File: config.mk
export PLATFORM = sky130hd
export DESIGN_NAME = scoreboard
export DESIGN_NICKNAME = d
export VERILOG_FILES = /design/src/rtl/scoreboard.sv
export SDC_FILE = /design/constraint.sdc
export NUM_CORES = 1
export LEC_CHECK = 0
export CAP_MARGIN = 10
export CORE_MARGIN = 1.5
export CORE_UTILIZATION = 40
export DETAILED_ROUTE_END_ITERATION = 10
export GPL_TIMING_DRIVEN = 1
export PLACE_DENSITY = 0.55
export SYNTH_ARGS = -nofsm -noshare
export SYNTH_HDL_FRONTEND = slang
export SYNTH_SLANG_ARGS = --single-unit
File: constraint.sdc
create_clock -name clock -period 8.5 [get_ports clock]
set_input_delay 1.275 -clock clock [delete_from_list [all_inputs] [get_ports clock]]
set_output_delay 1.275 -clock clock [all_outputs]
set_load 0.01 [all_outputs]
File: src/rtl/scoreboard.sv
// Register scoreboard: per-register pending bit and writeback row shift register.
// Feeds the hazard detector with issue/decode/WAW reads and the writeback-port column.
module scoreboard #(
  parameter int NUM_REGS = 32,
  parameter int ROW_W    = 5
) (
  input  logic                clock,
  input  logic                reset,
  input  logic [4:0]          iss_addr_a,
  input  logic [4:0]          iss_addr_b,
  output logic                iss_pending_a,
  output logic                iss_pending_b,
  output logic [ROW_W-1:0]    iss_row_a,
  output logic [ROW_W-1:0]    iss_row_b,
  input  logic [4:0]          id_addr_a,
  input  logic [4:0]          id_addr_b,
  output logic                id_pending_a,
  output logic                id_pending_b,
  output logic [ROW_W-1:0]    id_row_a,
  output logic [ROW_W-1:0]    id_row_b,
  input  logic [4:0]          id_waw_addr,
  output logic                id_waw_pending,
  output logic [ROW_W-1:0]    id_waw_row,
  input  logic                iss_writereg,
  input  logic [4:0]          iss_writeaddr,
  input  logic [2:0]          iss_latency,
  input  logic                iss_stalled,
  output logic [NUM_REGS-1:0] sb_haz_column,
  input  logic                vl_done,
  input  logic [4:0]          vl_addr,
  output logic                sb_any_pending
);

  localparam logic [2:0] LMAX = 3'(ROW_W);

  logic [NUM_REGS-1:0]            pend;
  logic [NUM_REGS-1:0]            pend_n;
  logic [NUM_REGS-1:0][ROW_W-1:0] row;
  logic [NUM_REGS-1:0][ROW_W-1:0] row_n;

  logic [2:0]       lat_c;
  logic             issue_fire;
  logic [ROW_W-1:0] issue_row;

  assign lat_c      = (iss_latency > LMAX) ? LMAX : iss_latency;
  assign issue_fire = iss_writereg & ~iss_stalled & (iss_writeaddr != 5'd0);
  assign issue_row  = (lat_c == 3'd0) ? '0 : ROW_W'(1) << (lat_c - 3'd1);

  // Entry 0 is never touched, so it reads back as zero forever.
  always_comb begin
    pend_n = pend;
    row_n  = row;
    for (int r = 1; r < NUM_REGS; r++) begin
      if (issue_fire && iss_writeaddr == 5'(r)) begin
        pend_n[r] = 1'b1;
        row_n[r]  = issue_row;
      end else if (vl_done && vl_addr == 5'(r) && row[r] == '0) begin
        pend_n[r] = 1'b0;
      end else if (row[r] == ROW_W'(1)) begin
        pend_n[r] = 1'b0;
        row_n[r]  = '0;
      end else begin
        row_n[r] = row[r] >> 1;
      end
    end
  end

  always_ff @(posedge clock or posedge reset) begin
    if (reset) begin
      pend <= '0;
      row  <= '0;
    end else begin
      pend <= pend_n;
      row  <= row_n;
    end
  end

  assign iss_pending_a  = pend[iss_addr_a];
  assign iss_pending_b  = pend[iss_addr_b];
  assign iss_row_a      = row[iss_addr_a];
  assign iss_row_b      = row[iss_addr_b];
  assign id_pending_a   = pend[id_addr_a];
  assign id_pending_b   = pend[id_addr_b];
  assign id_row_a       = row[id_addr_a];
  assign id_row_b       = row[id_addr_b];
  assign id_waw_pending = pend[id_waw_addr];
  assign id_waw_row     = row[id_waw_addr];
  assign sb_any_pending = |pend;

  // Bit r flags that register r already owns the writeback slot iss_latency away.
  always_comb begin
    sb_haz_column = '0;
    if (lat_c != 3'd0) begin
      for (int r = 0; r < NUM_REGS; r++) begin
        sb_haz_column[r] = row[r][lat_c - 3'd1];
      end
    end
  end

  lat_range: assert property (@(posedge clock) disable iff (reset)
    !(iss_writereg && !iss_stalled && iss_latency > LMAX));

endmodule

# Word level (Yosys, flattened, before mapping)
# Memories as Yosys holds them, arrays and structs flattened.
# Cells that the tools add are included.
# Widths: inputs -> output; s select.
[totals]
ff_bits = 186
romBits = 8
inputBits = 43
output_inout_bits = 63
elab_cells = 630
memories = 1
[mem_list]
columns = ["memory", "depth", "width", "rd", "rd_ports_with_merged_regs", "write_ports", "line_no", "text"]
rows = [
  ["(name not given)", 8, 1, 1, 0, 0, "95", "sb_haz_column[r] = row[r][lat_c - 3'd1];"],
]
[classes]
addsub = 1
n_lt_le_gt_ge = 7
n_eq_ne = 124
n_shift = 1
mux = 272
n_bitwise = 3
reduce_logical = 159
[ops]
columns = ["op", "n"]
rows = [
  ["$mux 5", 68],
  ["$eq 5x1->1 const B", 33],
  ["$eq 5x5->1 const B", 32],
  ["$logic_not 5->1", 31],
  ["$mux 1", 130],
  ["$bmux 5 s5", 5],
  ["$mux 4", 31],
  ["$reduce_bool 3->1", 32],
  ["$bmux 1 s3", 31],
  ["$logic_and 1x1->1", 93],
  ["$eq 5x4->1 const B", 16],
  ["$ne 2x2->1 const B", 31],
  ["$eq 5x3->1 const B", 8],
  ["$mux 32", 1],
  ["$reduce_or 31->1", 1],
  ["$lt 5x6->1 const B", 5],
  ["$bmux 1 s5", 5],
  ["$eq 5x2->1 const B", 4],
  ["$reduce_bool 5->1", 1],
  ["$shl 1x3->5 const A", 1],
  ["$lt 3x4->1 const B", 1],
  ["$gt 3x3->1 const B", 1],
  ["$logic_not 3->1", 1],
  ["$mux 3", 1],
  ["3 further kinds", 4],
]

# Longest topological paths before layout
[depth]
ltp_word = 6
mapped_depth = 9
ltp_nobuf = 6

# Worst setup path before layout
# Ideal clock, no wire load.
[synth_timing]
path_type = "input -> output"
startpoint = "input port iss_latency[2]"
endpoint = "output port sb_haz_column[26]"
arrival_ps = 3428
t_required_ps = 7225
setup_slack_ps = 3797
path_stages = 8
path_buffers = 3
path_cell_list = "a21oi_2 > buf_2 > inv_1 > ha_1 > buf_1 > clkbuf_1 > mux4_2 > a22o_1"
[synth_between]
elab_chain_cells = 6
elab_cells_between_ends = 7
cone_classes = "add/sub (1); order compare (1); mux (4); reduce/logical (1)"
[synth_rtl]
columns = ["item", "line_no", "text"]
rows = [
  ["from (decl)", "26", "input logic [2:0] iss_latency,"],
  ["$gt 3x3->1", "45", "assign lat_c = (iss_latency > LMAX) ? LMAX : iss_latency;"],
  ["$mux 3 (*)", "45", ""],
  ["$sub 3x1->3", "95", ""],
  ["$bmux 1 s3", "95", ""],
  ["$mux 1 (implied by the code)", "95", ""],
  ["$mux 32 (*)", "93", "if (lat_c != 3'd0) begin"],
  ["to (decl)", "28", "output logic [NUM_REGS-1:0] sb_haz_column,"],
]
# Every way passes the cells marked *; elsewhere a longest branch is shown, timed or not. The select of a mux whose other input is x is not followed.

# Worst setup path after layout
# Same ends and word-level chain as after synthesis.

==> reports/metrics.yaml <==
worst_setup_path:
  crit_required_ns: 7.22
  cp.arrival_ns: 4.55
  start_kind: "input pin"
  worstSetupPathType: "in -> out"
  worstSetupEndpointType: "output port"
  cp_max_fo: 17
global_route:
  grt_first_pass_wirelength_um: 93300
  grt_pass1_vias: 12800
  antenna_found_initial: 0
  grt_remaining_overflow: 0
  gr-usage-all-layers: 0.320
  grt_max_degree: 116
timing:
  fin_crit_ns: 5.83
  max_slew_margin: 0.0979
  period_share: 0.685
  setup_tns_ns: 0
  fmax_mhz: 172
  tightest_slew_ns: 1.35
  slew_violations: 0
  rsz0062_at_grt: "no"
  fin_worst_skew_ns: 0.00926
  setup_violations: 0
  finalHoldViolations: 0
  fin_ws_ns: 2.67
clocking:
  root_buffer: "clkbuf_16"
  numCtsBuffers: 17
  worst_skew_pair.late_latency_ns: 0.47
  cts.sinks: 186
  clk_path_buf_depth: 2
  cts.htree.levels: 4
  cts_resized: 0
  tritoncts: "built"
  post_cts_buffers: 0
  hold_buffers: 0
  clk_pin_slew_worst_paths_ns: 0.07
detailed_routing:
  drc: 0
  via_per_inst: 7.28
  first_pass_iters: 8
  routed-via-count: 13200
  drt-initial-drc-count: 2099
  wirelength_um: 64300
  wl_per_cell_um: 35.5
  ant_nets: 0
yosys:
  syn_nets: 1298
  ys_ff_latch: 186
  yosys-top-cells-area: "mux4_2 (40%), dfrtp_1 (29%), mux2_2 (6.5%), o21ai_0 (4.7%), a22o_1 (3.6%)"
  post-synth-top-count-cell: "mux4_2"
  async_flop_share: 1.00
  synth_top_cell_area_share: 0.401
  postSynthCellCount: 1249
  ys_types: 39
  synthFlopType: "dfrtp_1"
  synth_commonest_cells: "mux4_2 (283), dfrtp_1 (186), o21ai_0 (149)"
  synth_area_leader_cell: "mux4_2"
  ys_warn_count: 0
  synth_edf_count: 0
  syn-mean-instance-area_um2: 12.7
  ys_seq_area_frac: 0.293
  synthesis.area_um2: 15900
finish:
  drive_gt1_frac: 0.349
  layout.cells.non_filler: 1813
  regArea_um2: 4650
  multiInputGateArea_um2: 10700
  area_growth_syn_to_layout_pct: 11.9
  final_nets: 1330
  nFillCells: 3546
pwr:
  power_density_nw_per_um2: 126
  p_sw_frac: 0.324
  internal-power_mw: 1.51
  peakVddDrop_uv: 96.1
  seqPwrFrac: 0.441
  power_frac_comb: 0.213
  power_mw: 2.23
  p_clk_frac: 0.346
  p_leak_nw: 6.92
  p_sw_mw: 0.724
die:
  row_count: 72
  die_area_um2: 40900
  die_w_um: 202
  die_h_um: 202
  start_util: 0.408
  ioPinCount: 106
  placeableCoreArea_um2: 38900
place:
  pre_cts_ws_ns: 2.60
  placed_cells: 1780
  portBuffers: 104
  gp_congestion: 0.988
  dp_hpwl_um: 45300
job:
  drv_cap: 0
worst_hold_path:
  hp-class: "reg -> reg"
outcome:
  status: "complete, no violations"
-- area by class of cell --
| cell class | instances | area share |
|---|---|---|
| Multi-Input combinational cell | 942 | 0.602 |
| Clock inverter | 12 | 0.00535 |
| Tap cell | 518 | 0.0365 |
| Inverter | 3 | 0.00106 |
| Clock buffer | 20 | 0.0252 |
| Timing Repair Buffer | 131 | 0.0674 |
| Sequential cell | 186 | 0.262 |
| Antenna cell | 1 | 0.000141 |
-- routing by layer --
| layer | track usage | up-vias | routed length, um |
|---|---|---|---|
| li1 | - | 5193 | - |
| met3 | 0.105 | 132 | 8790 |
| met5 | 0 | - | 0 |
| met2 | 0.468 | 1017 | 28500 |
| met1 | 0.447 | 6854 | 24800 |
| met4 | 0.113 | 0 | 2300 |
-- placed cells by master, fill, tap and decap left out, drive strengths merged, types with 37 or more instances in the layout --
cell / count
a22o: 66
dfrtp: 186
mux4: 283
clkdlybuf4s50: 94
mux2: 91
o21ai: 149
nand2: 122
buf: 37
nor2: 39
-- power groups by stage --
stage,Clock [mW],Sequential [mW],Combinational [mW]
6_report,0.773,0.985,0.476
3_3_place_gp,0,0.995,0.467
2_1_floorplan,0,0.966,0.322
3_5_place_dp,0,0.996,0.469
5_1_grt,0.813,0.987,0.502
4_1_cts,0.780,0.979,0.470
-- stage by stage --
step	hold slack [ns]	instance area (um^2)	utilization
5_1_grt	0.674	17800	0.456
3_5_place_dp	0.628	17200	0.442
6_report	0.650	17800	0.456
4_1_cts	0.641	17800	0.456
2_1_floorplan	0.533	15900	-
3_3_place_gp	0.615	17200	0.442
-- flip-flops by register name, indices dropped and copies added, names as in the netlist --
signal and cells:
row 155, pend 31
-- cells by family after synthesis --
logic type	synth area share
other cells	0.000236
simple gates	0.0864
flops	0.293
buf+inv	0.0347
compound gates	0.106
fa+ha+maj	0.00473
mux	0.475
-- critical path, stage by stage --
cell             delay [ns]
clkdlybuf4s50_1        0.50
nand2b_1               0.26
ha_1                   0.96
buf_4                  0.44
mux4_2                 0.37
a22o_1                 0.25
clkdlybuf4s50_1        0.47
-- worst paths after layout --
path	startpoint	endpoint	slack, ns	cells after the start
min reg2reg	row[42]	row[41]	0.65	2
max reg2reg	row[51]	pend[10]	6.98	3
max	iss_latency[2]	sb_haz_column[26]	2.67	7
min	row[42]	row[41]	0.65	2
min in group asynchronous	reset	row[133]	1.37	2
max in group asynchronous	reset	row[21]	5.63	3
(Power assumes the default switching activity.)
